<file path="config.mk">
export PLATFORM = sky130hd
export DESIGN_NAME = pulse_capture
export DESIGN_NICKNAME = d
export VERILOG_FILES = /design/src/rtl/pulse_capture_pkg.sv /design/src/rtl/pulse_capture_sync_edge.sv /design/src/rtl/pulse_capture.sv
export SDC_FILE = /design/constraint.sdc
export NUM_CORES = 1
export LEC_CHECK = 0
export BUFFER_PORTS_ARGS = -buffer_cell sky130_fd_sc_hd__buf_2
export CORE_ASPECT_RATIO = 0.5
export CORE_UTILIZATION = 35
export CTS_BUF_LIST = sky130_fd_sc_hd__clkbuf_16
export DETAILED_ROUTE_END_ITERATION = 10
export HOLD_SLACK_MARGIN = 0.08
export SETUP_SLACK_MARGIN = 0.2
export SLEW_MARGIN = 20
export SYNTH_ARGS = -nofsm -noshare
export SYNTH_HDL_FRONTEND = slang
export SYNTH_SLANG_ARGS = --single-unit
</file>
<file path="constraint.sdc">
create_clock -name clk -period 2.8 [get_ports clk]
set_input_delay 0.28 -clock clk [delete_from_list [all_inputs] [get_ports clk]]
set_output_delay 0.28 -clock clk [all_outputs]
set_load 0.02 [all_outputs]
</file>
<file path="src/rtl/pulse_capture_pkg.sv">
// Shared definitions for the pulse_capture input-capture peripheral:
// register map, CTRL/status bit positions, FSM encoding and small helpers.
package pulse_capture_pkg;

  localparam logic [1:0] REG_CAPL = 2'd0;
  localparam logic [1:0] REG_CAPH = 2'd1;
  localparam logic [1:0] REG_CTRL = 2'd2;
  localparam logic [1:0] REG_DIV  = 2'd3;

  localparam int CTRL_ARM  = 0;
  localparam int CTRL_MODE = 1;
  localparam int CTRL_IE   = 6;

  localparam int STAT_ARM  = 0;
  localparam int STAT_MODE = 1;
  localparam int STAT_IE   = 5;
  localparam int STAT_OVF  = 6;
  localparam int STAT_DONE = 7;

  localparam logic [15:0] COUNT_MAX = 16'hFFFF;

  typedef enum logic [1:0] {
    ST_IDLE    = 2'd0,
    ST_WAIT    = 2'd1,
    ST_MEASURE = 2'd2
  } state_e;

  // Saturating increment: the counter never wraps past its maximum.
  function automatic logic [15:0] sat_inc(input logic [15:0] v, input logic inc);
    logic [15:0] r;
    if (inc && (v != COUNT_MAX)) begin
      r = v + 16'd1;
    end else begin
      r = v;
    end
    return r;
  endfunction

  function automatic logic [7:0] status_byte(input logic done, input logic ovf,
                                             input logic ie, input logic mode,
                                             input logic arm);
    logic [7:0] s;
    s            = 8'd0;
    s[STAT_DONE] = done;
    s[STAT_OVF]  = ovf;
    s[STAT_IE]   = ie;
    s[STAT_MODE] = mode;
    s[STAT_ARM]  = arm;
    return s;
  endfunction

endpackage

</file>
<file path="src/rtl/pulse_capture_sync_edge.sv">
// Multi-flop synchroniser for an asynchronous input followed by a delay flop,
// producing the synchronised level and single-cycle rise/fall strobes.
module sync_edge #(
  parameter int SYNC_STAGES = 2
) (
  input  logic clk,
  input  logic rst,
  input  logic d_i,
  output logic level_o,
  output logic rise_o,
  output logic fall_o
);

  logic [SYNC_STAGES-1:0] sync_q;
  logic                   dly_q;

  // Synchroniser chain plus one delay stage for edge detection.
  always_ff @(posedge clk or posedge rst) begin
    if (rst) begin
      sync_q <= '0;
      dly_q  <= 1'b0;
    end else begin
      sync_q <= {sync_q[SYNC_STAGES-2:0], d_i};
      dly_q  <= sync_q[SYNC_STAGES-1];
    end
  end

  assign level_o = sync_q[SYNC_STAGES-1];
  assign rise_o  = sync_q[SYNC_STAGES-1] & ~dly_q;
  assign fall_o  = ~sync_q[SYNC_STAGES-1] & dly_q;

endmodule

</file>
<file path="src/rtl/pulse_capture.sv">
// Input-capture peripheral: measures high width or period of pulse_in in
// prescaled ticks, exposed on a 2-bit-address CPU register bus.
module pulse_capture
  import pulse_capture_pkg::*;
#(
  parameter int         SYNC_STAGES = 2,
  parameter logic [7:0] DIV_RESET   = 8'd0
) (
  input  logic       clk,
  input  logic       rst,
  output logic [7:0] dbr,
  input  logic [7:0] dbw,
  input  logic [1:0] addr,
  input  logic       we,
  input  logic       pulse_in,
  output logic       irq
);

  state_e      state_q;
  logic [15:0] count_q;
  logic [15:0] capture_q;
  logic [7:0]  hi_latch_q;
  logic        done_q;
  logic        ovf_q;
  logic        arm_q;
  logic        mode_q;
  logic        ie_q;
  logic [7:0]  div_q;
  logic [7:0]  pre_q;
  logic [7:0]  dbr_q;

  logic        level_s;
  logic        rise_s;
  logic        fall_s;
  logic        ctrl_wr_s;
  logic        div_wr_s;
  logic        tick_s;
  logic        end_edge_s;
  logic        hit_max_s;
  logic [15:0] count_d;

  sync_edge #(
    .SYNC_STAGES(SYNC_STAGES)
  ) u_sync_edge (
    .clk    (clk),
    .rst    (rst),
    .d_i    (pulse_in),
    .level_o(level_s),
    .rise_o (rise_s),
    .fall_o (fall_s)
  );

  // Bus decode, prescaler compare and next count value.
  always_comb begin
    ctrl_wr_s = we && (addr == REG_CTRL);
    div_wr_s  = we && (addr == REG_DIV);
    tick_s    = (state_q == ST_MEASURE) && (pre_q == div_q);
    hit_max_s = tick_s && (count_q == COUNT_MAX);
    count_d   = sat_inc(count_q, tick_s);
    if (mode_q) begin
      end_edge_s = rise_s & level_s;
    end else begin
      end_edge_s = fall_s & ~level_s;
    end
  end

  // Measurement FSM with its counters and control/status registers.
  always_ff @(posedge clk or posedge rst) begin
    if (rst) begin
      state_q   <= ST_IDLE;
      count_q   <= 16'd0;
      capture_q <= 16'd0;
      done_q    <= 1'b0;
      ovf_q     <= 1'b0;
      arm_q     <= 1'b0;
      mode_q    <= 1'b0;
      ie_q      <= 1'b0;
      div_q     <= DIV_RESET;
      pre_q     <= 8'd0;
    end else begin
      if (div_wr_s) begin
        div_q <= dbw;
      end
      // A CTRL write overrides anything the FSM would do this cycle.
      if (ctrl_wr_s) begin
        arm_q   <= dbw[CTRL_ARM];
        mode_q  <= dbw[CTRL_MODE];
        ie_q    <= dbw[CTRL_IE];
        done_q  <= 1'b0;
        ovf_q   <= 1'b0;
        count_q <= 16'd0;
        state_q <= dbw[CTRL_ARM] ? ST_WAIT : ST_IDLE;
      end else begin
        case (state_q)
          ST_IDLE: begin
            state_q <= ST_IDLE;
          end
          ST_WAIT: begin
            if (rise_s) begin
              state_q <= ST_MEASURE;
              count_q <= 16'd0;
              pre_q   <= 8'd0;
            end
          end
          ST_MEASURE: begin
            if (tick_s) begin
              pre_q <= 8'd0;
            end else begin
              pre_q <= pre_q + 8'd1;
            end
            count_q <= count_d;
            if (hit_max_s) begin
              ovf_q <= 1'b1;
            end
            if (end_edge_s) begin
              capture_q <= count_d;
              done_q    <= 1'b1;
              arm_q     <= 1'b0;
              state_q   <= ST_IDLE;
            end
          end
          default: begin
            state_q <= ST_IDLE;
          end
        endcase
      end
    end
  end

  // Registered read port; the high byte is latched with the low byte read.
  always_ff @(posedge clk or posedge rst) begin
    if (rst) begin
      dbr_q      <= 8'd0;
      hi_latch_q <= 8'd0;
    end else if (!we) begin
      case (addr)
        REG_CAPL: begin
          dbr_q      <= capture_q[7:0];
          hi_latch_q <= capture_q[15:8];
        end
        REG_CAPH: dbr_q <= hi_latch_q;
        REG_CTRL: dbr_q <= status_byte(done_q, ovf_q, ie_q, mode_q, arm_q);
        REG_DIV:  dbr_q <= div_q;
        default:  dbr_q <= 8'd0;
      endcase
    end
  end

  assign dbr = dbr_q;
  assign irq = done_q & ie_q;

endmodule

</file>
**Word-level counts from Yosys, hierarchy flattened**

Index checks and enable logic that the tools add are counted.

- Add/sub/neg operators: 2
- Bitwise operators: 9
- Muxes and demuxes: 23
- Reductions and logical operators: 18
- Eq/ne operators: 11

Operators with widths:

| kind | count |
|---|---|
| $mux 16 | 3 |
| $pmux 16 s2 | 1 |
| $pmux 8 s4 | 1 |
| $add 16x1->16 const B | 1 |
| $eq 16x16->1 const B | 1 |
| $mux 8 | 2 |
| $ne 16x16->1 const B | 1 |
| $pmux 8 s2 | 1 |
| $mux 1 | 11 |
| $reduce_and 2->1 | 5 |
| $add 8x1->8 const B | 1 |
| $eq 8x8->1 | 1 |
| $reduce_bool 2->1 | 4 |
| $eq 2x2->1 const B | 3 |
| $mux 2 | 3 |
| $ne 3x3->1 const B | 2 |
| $reduce_and 3->1 | 2 |
| $and 1x1->1 | 5 |
| $logic_and 1x1->1 | 5 |
| $eq 2x1->1 const B | 2 |
| $not 1->1 | 4 |
| $pmux 2 s2 | 1 |
| $reduce_bool 3->1 | 1 |
| $logic_not 2->1 | 1 |
| $ne 2x2->1 const B | 1 |

- Word-level logic and storage cells: 77
- Output and inout port bits: 9
- Bits of input ports: 14
- Register bits after elaboration: 74

**Logic depth before layout (Yosys ltp)**

Gate-level depths: netlist of the first run.

- Word-level depth: 7
- Depth in mapped cells: 8

**By module**

A second synthesis of the first run with hierarchy kept.

- Cells, all modules: 379
- Area total of the unflattened synthesis: 3829.9 µm²

Modules (own cells, without submodules):

| module | cells an instance | times used | area an instance (µm²) |
|---|---|---|---|
| pulse_capture | 373 | 1 | 3736.1 |
| sync_edge | 6 | 1 | 93.8 |

**Worst setup path after synthesis of the first run**

Ideal clock, no wire load.

- Path kind: reg2reg
- Start point: register count_q[0]
- End point: register count_q[15]
- Path buffers: 0
- Clock period less this slack: 2.083 ns
- Path slack: 0.717 ns
- Arrival: 1.956 ns
- Cell stages (with the launch flop): 7
- Path through: dfrtp_1 -> ha_1 -> and4_1 -> nand2_1 -> o2111ai_1 -> o311a_1 -> a221o_1

- Word-level cells in the longest chain between the ends: 5

Ends and longest elaborated chain:

| what | line | text |
|---|---|---|
| start, declared | pulse_capture.sv:20 | `logic [15:0] count_q;` |
| start signal, assigned | pulse_capture.sv:111 | `count_q <= count_d;` |
| parallel branches: the longest is 2 deep, another holds $add 16x1->16 | - |  |
| $mux 16 (*) | pulse_capture_pkg.sv:31 | `if (inc && (v != COUNT_MAX)) begin` |
| $pmux 16 s2 (*) | pulse_capture.sv:94 | `case (state_q)` |
| $mux 16 (*) | pulse_capture.sv:85 | `if (ctrl_wr_s) begin` |

Mark *: on every way between the ends.
A chain may end at the register's enable or synchronous reset.

**Worst setup path in the final report of the first run**

- Start point: register pre_q[6]
- End point: register count_q[15]

- Word-level cells in the longest chain between the ends: 6

Ends and longest elaborated chain:

| what | line | text |
|---|---|---|
| start, declared | pulse_capture.sv:29 | `logic [7:0] pre_q;` |
| start signal, assigned | pulse_capture.sv:109 | `pre_q <= pre_q + 8'd1;` |
| $eq 8x8->1 | pulse_capture.sv:57 | `tick_s = (state_q == ST_MEASURE) && (pre_q == div_q);` |
| $logic_and 1x1->1 | pulse_capture.sv:57 |  |
| $logic_and 1x1->1 | pulse_capture_pkg.sv:31 |  |
| $mux 16 | pulse_capture_pkg.sv:31 |  |
| $pmux 16 s2 | pulse_capture.sv:94 |  |
| $mux 16 | pulse_capture.sv:85 |  |

No other way between the ends.

==> results.yml, run 1 <==
status:
  status: "finished, final reports clean"
sta:
  tightest_slew_ns: 0.678
  rsz0062_at_grt: "no"
  fmax_mhz: 409
  setup_tns_ns: 0
  fin_skew_ns: 0.00871
  drv_slew: 0
  min_period_ns: 2.44
  maxSlewHeadroom: 0.544
  hold_viol: 0
  finalCritPeriodShare: 0.872
  setup_viol_count_final: 0
synthesis:
  ys_ff_latch: 74
  postSynthAreaPerCell_um2: 9.85
  synth_warnings: 0
  synth.distinct_cells: 54
  synthFlopType: "dfrtp_1"
  syn-instance-count: 386
  synth_area_um2: 3800
  seq_area_frac_synth: 0.487
  async_flop_share: 1.00
  syn_nets: 402
  synth_edf_count: 0
detailed_routing:
  vias_per_cell: 5.53
  avgRoutedWirePerCell_um: 16.7
  wl_mm: 9.25
  first_iter_violations: 265
  remaining_drc_errors: 0
  postRouteAntennaNets: 0
  dr.pass1.iters: 4
  vias: 3063
setup_path:
  cp_slowest_cell: "o311a_1"
  crit_buf_inv: 1
  worst_ep_arrival_time_ns: 2.66
  crit_family: "simple AND/OR/NAND/NOR gates"
  critPathCaptureType: "flop"
  critPathMaxFanout: 11
  crit_required_ns: 3.02
  crit_type: "flop to flop"
  cp-start-kind: "flop"
  crit_chain: "xor2_1, nor4_4, buf_4, nand3_1, o311a_1, a221o_1"
  cpPeakStageDelay_ns: 0.47
cts:
  numCtsBuffers: 9
  cts_tree: "built"
  clock_latency_ns: 0.34
  cts_sinks: 74
  post_cts_buffers: 0
  cts-root-buf: "clkbuf_16"
  htreeDepth: 3
  clock_path_buffers: 2
  clk_pin_slew_ns: 0.06
placement:
  io_buffers: 22
  dpl.hpwl_mm: 6.52
  numPlacedInstances: 536
  globalplace.congestion: 0.798
die:
  fp.dieW_um: 149
  ios: 23
  initial_utilization: 0.366
  die_h_um: 75.7
  die_area_um2: 11300
  coreArea_um2: 10400
  rows: 26
power_and_ir_drop:
  powerDensity_nw_per_um2: 750
  p_leak_nw: 1.89
  ir_drop_mv: 0.364
global_routing:
  antenna_found_initial: 0
  overflow: 0
  grt_first_pass_wirelength_mm: 15.2
  grt_max_degree: 49
  track_usage: 0.179
  grt_pass1_vias: 2861
layout:
  fin_nets: 425
  final_cells: 554
  area_growth_pct: 15.5
  num_antenna_cells: 0
  drive_above_1_share: 0.181
run:
  max_cap_violations: 0
worst_hold_path:
  hp-class: "primary input to flop"
==> repair_timing <==
item | CTS | global route
endpoints found under the setup margin | 0 | 1
resized for setup | 0 | 1
hold buffers | 2 | 0
endpoints found under the hold margin | 27 | 0
==> layout make-up <==
class	instances	area (um^2)
Inverter	7	26.3
Timing Repair Buffer	34	218
Tap cell	140	175
Multi-Input combinational cell	283	1830
Fill cell	1011	5980
Sequential cell	74	1850
Clock inverter	7	70.1
Clock buffer	9	225
==> registers in the layout, indices dropped and copies added (netlist names) <==
register,count
div_q,8
mode_q,1
state_q,2
dbr,8
arm_q,1
u_sync_edge.sync_q,2
hi_latch_q,8
done_q,1
pre_q,8
count_q,16
u_sync_edge.dly_q,1
capture_q,16
ie_q,1
ovf_q,1
==> worst min-delay path, delay by kind of cell <==
family,cells,cell delay (ns)
simple gates,2,0.10
buf+inv,1,0.09
==> worst paths after layout <==
check | cells past startpoint | end | slack [ns] | from
max | 6 | count_q[15] | 0.36 | pre_q[6]
min | 3 | mode_q | 0.17 | dbw[1]
max reg2reg | 6 | count_q[15] | 0.36 | pre_q[6]
min reg2reg | 0 | u_sync_edge.sync_q[1] | 0.35 | u_sync_edge.sync_q[0]
max in group asynchronous | 4 | count_q[15] | 1.57 | rst
min in group asynchronous | 3 | dbr[3] | 0.56 | rst
==> stage by stage <==
step	power, W	worst slack, ns	instance area, um^2	utilization	hold WS, ns
2_1_floorplan	0.00191	0.638	3800	-	0.311
4_1_cts	0.00332	0.378	4380	0.422	0.155
3_5_place_dp	0.00216	0.384	4070	0.392	0.336
3_3_place_gp	0.00215	0.462	4070	0.392	0.341
5_1_grt	0.00348	0.224	4390	0.423	0.164
6_report	0.00330	0.358	4390	0.423	0.167
==> where the power goes <==
group / switching (W) / internal (W)
logic: 0.000331 / 0.000279
registers: 0.000208 / 0.00133
clock network: 0.000459 / 0.000688
==> kinds of logic after synthesis <==
| group | count (synthesis) | synth area share |
|---|---|---|
| adders and majority gates | 2 | 0.00658 |
| muxes | 27 | 0.0773 |
| and+or+nand+nor | 149 | 0.210 |
| buffers and inverters | 29 | 0.0355 |
| AOI/OAI and AO/OA | 93 | 0.156 |
| DFF | 74 | 0.487 |
| xor gates and xnor gates | 12 | 0.0276 |
==> per-layer routing <==
metal / global-route usage / part of all wire / wire length [um]
met5: 0 / 0 / 0
met4: 0.0578 / 0.0082 / 76
met3: 0.0359 / 0.047 / 436
met2: 0.264 / 0.44 / 4090
met1: 0.263 / 0.50 / 4640
==> Yosys cell counts (3+ instances only) <==
library cell	instances	area [um^2]
a31oi_1	17	106
nor4_1	3	18.8
a21oi_1	12	60.1
buf_1	3	11.3
mux2i_1	8	80.1
o22ai_1	5	31.3
o21ai_1	4	20.0
nor3_1	5	25.0
o31ai_1	6	45.0
nor3b_1	3	22.5
xnor2_1	3	26.3
inv_1	7	26.3
o21ai_0	24	120
and4_1	3	26.3
nand3_1	20	100
nor2_1	32	120
xor2_1	9	78.8
o211ai_1	6	45.0
nand2_1	37	139
buf_2	6	30.0
a21o_1	4	30.0
mux2_2	19	214
nand4_1	6	37.5
or3_1	11	68.8
and3_1	3	18.8
clkbuf_1	10	37.5
dfrtp_1	74	1850
or4_1	11	82.6
==> cell usage in the layout, fill, tap and decap left out, drive strengths merged, types with 9 or more instances in the layout <==
cell	synthesis	final
inv	7	9
o21ai	28	28
or3	11	11
a21oi	12	12
xor2	9	9
nor2	33	33
dfrtp	74	74
clkbuf	10	9
or4	11	11
nand2	37	37
a31oi	17	17
buf	12	32
mux2	19	19
nand3	20	20
No activity file was read; power rests on OpenSTA's default activity.
==> run 2: changes to the inputs <==
--- a/config.mk
+++ b/config.mk
@@ -5,11 +5,13 @@
 export SDC_FILE = /design/constraint.sdc
 export NUM_CORES = 1
 export LEC_CHECK = 0
-export BUFFER_PORTS_ARGS = -buffer_cell sky130_fd_sc_hd__buf_2
+export ABC_AREA = 1
 export CORE_ASPECT_RATIO = 0.5
+export CORE_MARGIN = 5
 export CORE_UTILIZATION = 35
 export CTS_BUF_LIST = sky130_fd_sc_hd__clkbuf_16
 export DETAILED_ROUTE_END_ITERATION = 10
+export DONT_BUFFER_PORTS = 1
 export HOLD_SLACK_MARGIN = 0.08
 export SETUP_SLACK_MARGIN = 0.2
 export SLEW_MARGIN = 20
==> run 2 against run 1 <==
Effect of this change: worst setup slack better by 0.61 ns; routed wire length is 3.6% lower; largest power group is now clock; synthesized cell count is 31% higher; sequential power is 17% lower; combinational power is 19% lower; sequential share of layout area is 1.3 points lower; register-to-register slack better by 0.61 ns; die area is 22% higher; synthesized area is 5.5% higher.
==> results.yml, run 2 <==
status:
  status: "finished, final reports clean"
setup_path:
  cp-start-kind: "flop"
  crit_type: "flop to flop"
  worst_ep_arrival_time_ns: 2.06
  critPathMaxFanout: 12
  critPathCaptureType: "flop"
  crit_required_ns: 3.03
  crit_chain: "ha_1, nand3_2, inv_2, nand3_4, nor2_8, inv_2, nand3_2, nand2_1, nand3_1, nand2_1"
  cpPeakStageDelay_ns: 0.42
  cp_slowest_cell: "dfrtp_1"
die:
  fp.dieW_um: 161
  die_area_um2: 13800
  ios: 23
  initial_utilization: 0.361
  die_h_um: 85.7
  rows: 27
  coreArea_um2: 11100
cts:
  cts_tree: "built"
  htreeDepth: 3
  cts_sinks: 74
  cts-root-buf: "clkbuf_16"
  clock_path_buffers: 2
  clock_latency_ns: 0.34
  post_cts_buffers: 0
  cts_resized: 0
  clk_pin_slew_ns: 0.06
  numCtsBuffers: 9
run:
  max_cap_violations: 0
detailed_routing:
  vias_per_cell: 4.72
  avgRoutedWirePerCell_um: 13.5
  dr.pass1.iters: 4
  first_iter_violations: 243
  wl_mm: 8.92
  remaining_drc_errors: 0
  postRouteAntennaNets: 0
  vias: 3120
sta:
  hold_viol: 0
  setup_viol_count_final: 0
  rsz0062_at_grt: "no"
  fin_skew_ns: 0.00548
  fmax_mhz: 547
  drv_slew: 0
  maxSlewHeadroom: 0.484
  min_period_ns: 1.83
  setup_tns_ns: 0
  fin_ws_ns: 0.971
  tightest_slew_ns: 0.773
  finalCritPeriodShare: 0.653
synthesis:
  ys_ff_latch: 74
  syn_nets: 520
  postSynthAreaPerCell_um2: 7.96
  synth_warnings: 0
  ys_top_cells_by_count: "nand2_1, dfrtp_1, inv_1"
  synth.distinct_cells: 35
  synth_area_um2: 4010
  synthFlopType: "dfrtp_1"
  syn-instance-count: 504
  synth_top_cell_by_area: "dfrtp_1"
  synth_most_common_cell: "nand2_1"
  synth_edf_count: 0
  synth_top_area_share: 0.461
  ys_top_cells_by_area: "dfrtp_1, nand2_1, inv_1"
  seq_area_frac_synth: 0.461
  async_flop_share: 1.00
power_and_ir_drop:
  clkPwrFrac: 0.440
  switching_power_w: 0.000893
  comb_power_share: 0.156
  p_leak_nw: 2.24
  powerDensity_nw_per_um2: 701
  ir_drop_mv: 0.277
  internal_power_w: 0.00229
  pwr-share-seq: 0.404
  swShare: 0.281
global_routing:
  antenna_found_initial: 0
  track_usage: 0.141
  grt_max_degree: 53
  grt_pass1_vias: 3105
  grt_first_pass_wirelength_mm: 15.5
  overflow: 0
placement:
  io_buffers: 0
  dpl.hpwl_mm: 6.44
  globalplace.congestion: 0.819
  pre_cts_ws_ns: 0.970
layout:
  drive_above_1_share: 0.134
  reg_top3: "capture_q (16), count_q (16)"
  final_common_cell: "nand2_1"
  fin_nets: 527
  multi_input_area_um2: 1830
  regArea_um2: 1850
  final_cell_mix: "nand2_1, dfrtp_1, inv_1"
  fillCellCount: 1111
  num_antenna_cells: 0
  area_growth_pct: 13.1
worst_hold_path:
  hp-class: "primary input to flop"
[run 2: routing by layer]
layer / GRT usage / share of wire / vias to the layer above
li1: - / - / 1619
met2: 0.225 / 0.46 / 27
met3: 0.0408 / 0.031 / 12
met5: 0 / 0 / -
met1: 0.187 / 0.49 / 1462
met4: 0.0457 / 0.015 / 0
[run 2: worst max-delay path, delay by kind of cell (launching register included)]
family	cells	cell delay [ns]
simple gates	7	0.83
flops	1	0.42
buf+inv	2	0.24
fa+ha+maj	1	0.23
[run 2: path summary, 6_finish.rpt]
path / from / endpoint / slack (ns) / cells after the start
worst max-delay path: count_q[0] / capture_q[4] / 0.97 / 10
worst min-delay path: addr[1] / dbr[4] / 0.10 / 2
worst max register to register: count_q[0] / capture_q[4] / 0.97 / 10
worst min register to register: u_sync_edge.sync_q[0] / u_sync_edge.sync_q[1] / 0.36 / 0
max in group asynchronous: rst / hi_latch_q[4] / 1.72 / 3
min in group asynchronous: rst / dbr[5] / 0.44 / 2
[run 2: repair_timing]
item | 4_1_cts | 5_1_grt
endpoints found under the hold margin | 28 | 0
setup endpoints to repair | 0 | 0
hold buffers | 6 | 0
[run 2: logic make-up after synthesis]
| logic type | after synthesis | share of synthesized area |
|---|---|---|
| buffers and inverters | 74 | 0.0820 |
| XOR/XNOR | 10 | 0.0218 |
| multiplexers | 9 | 0.0253 |
| AND/OR/NAND/NOR | 290 | 0.336 |
| AO/OA/AOI/OAI | 45 | 0.0677 |
| flip-flops | 74 | 0.461 |
| adder cells (fa/ha/maj) | 2 | 0.00624 |
[run 2: layout make-up]
| type | instances | area share |
|---|---|---|
| sequential | 74 | 0.408 |
| multi-input combinational | 356 | 0.404 |
| inverter | 63 | 0.0521 |
| clock buffer | 9 | 0.0496 |
| tap | 145 | 0.0400 |
| clock inverter | 7 | 0.0289 |
| timing repair buffer | 7 | 0.0176 |
[run 2: power by group through the flow]
stage	registers, W	clock network, W	logic [W]
5_1_grt	0.00130	0.00147	0.000575
6_report	0.00128	0.00140	0.000497
4_1_cts	0.00128	0.00142	0.000503
3_3_place_gp	0.00130	0	0.000489
3_5_place_dp	0.00130	0	0.000495
2_1_floorplan	0.00127	0	0.000406
[run 2: through the flow]
| step | hold WS (ns) | cell area, um^2 | instances | utilization | total power, W |
|---|---|---|---|---|---|
| floorplan | 0.311 | 4010 | 504 | - | 0.00168 |
| global placement | 0.233 | 4120 | 639 | 0.371 | 0.00179 |
| detailed placement | 0.230 | 4120 | 639 | 0.371 | 0.00179 |
| CTS | 0.0937 | 4540 | 661 | 0.408 | 0.00321 |
| global route | 0.0980 | 4540 | 661 | 0.408 | 0.00334 |
| finish | 0.101 | 4540 | 661 | 0.408 | 0.00318 |
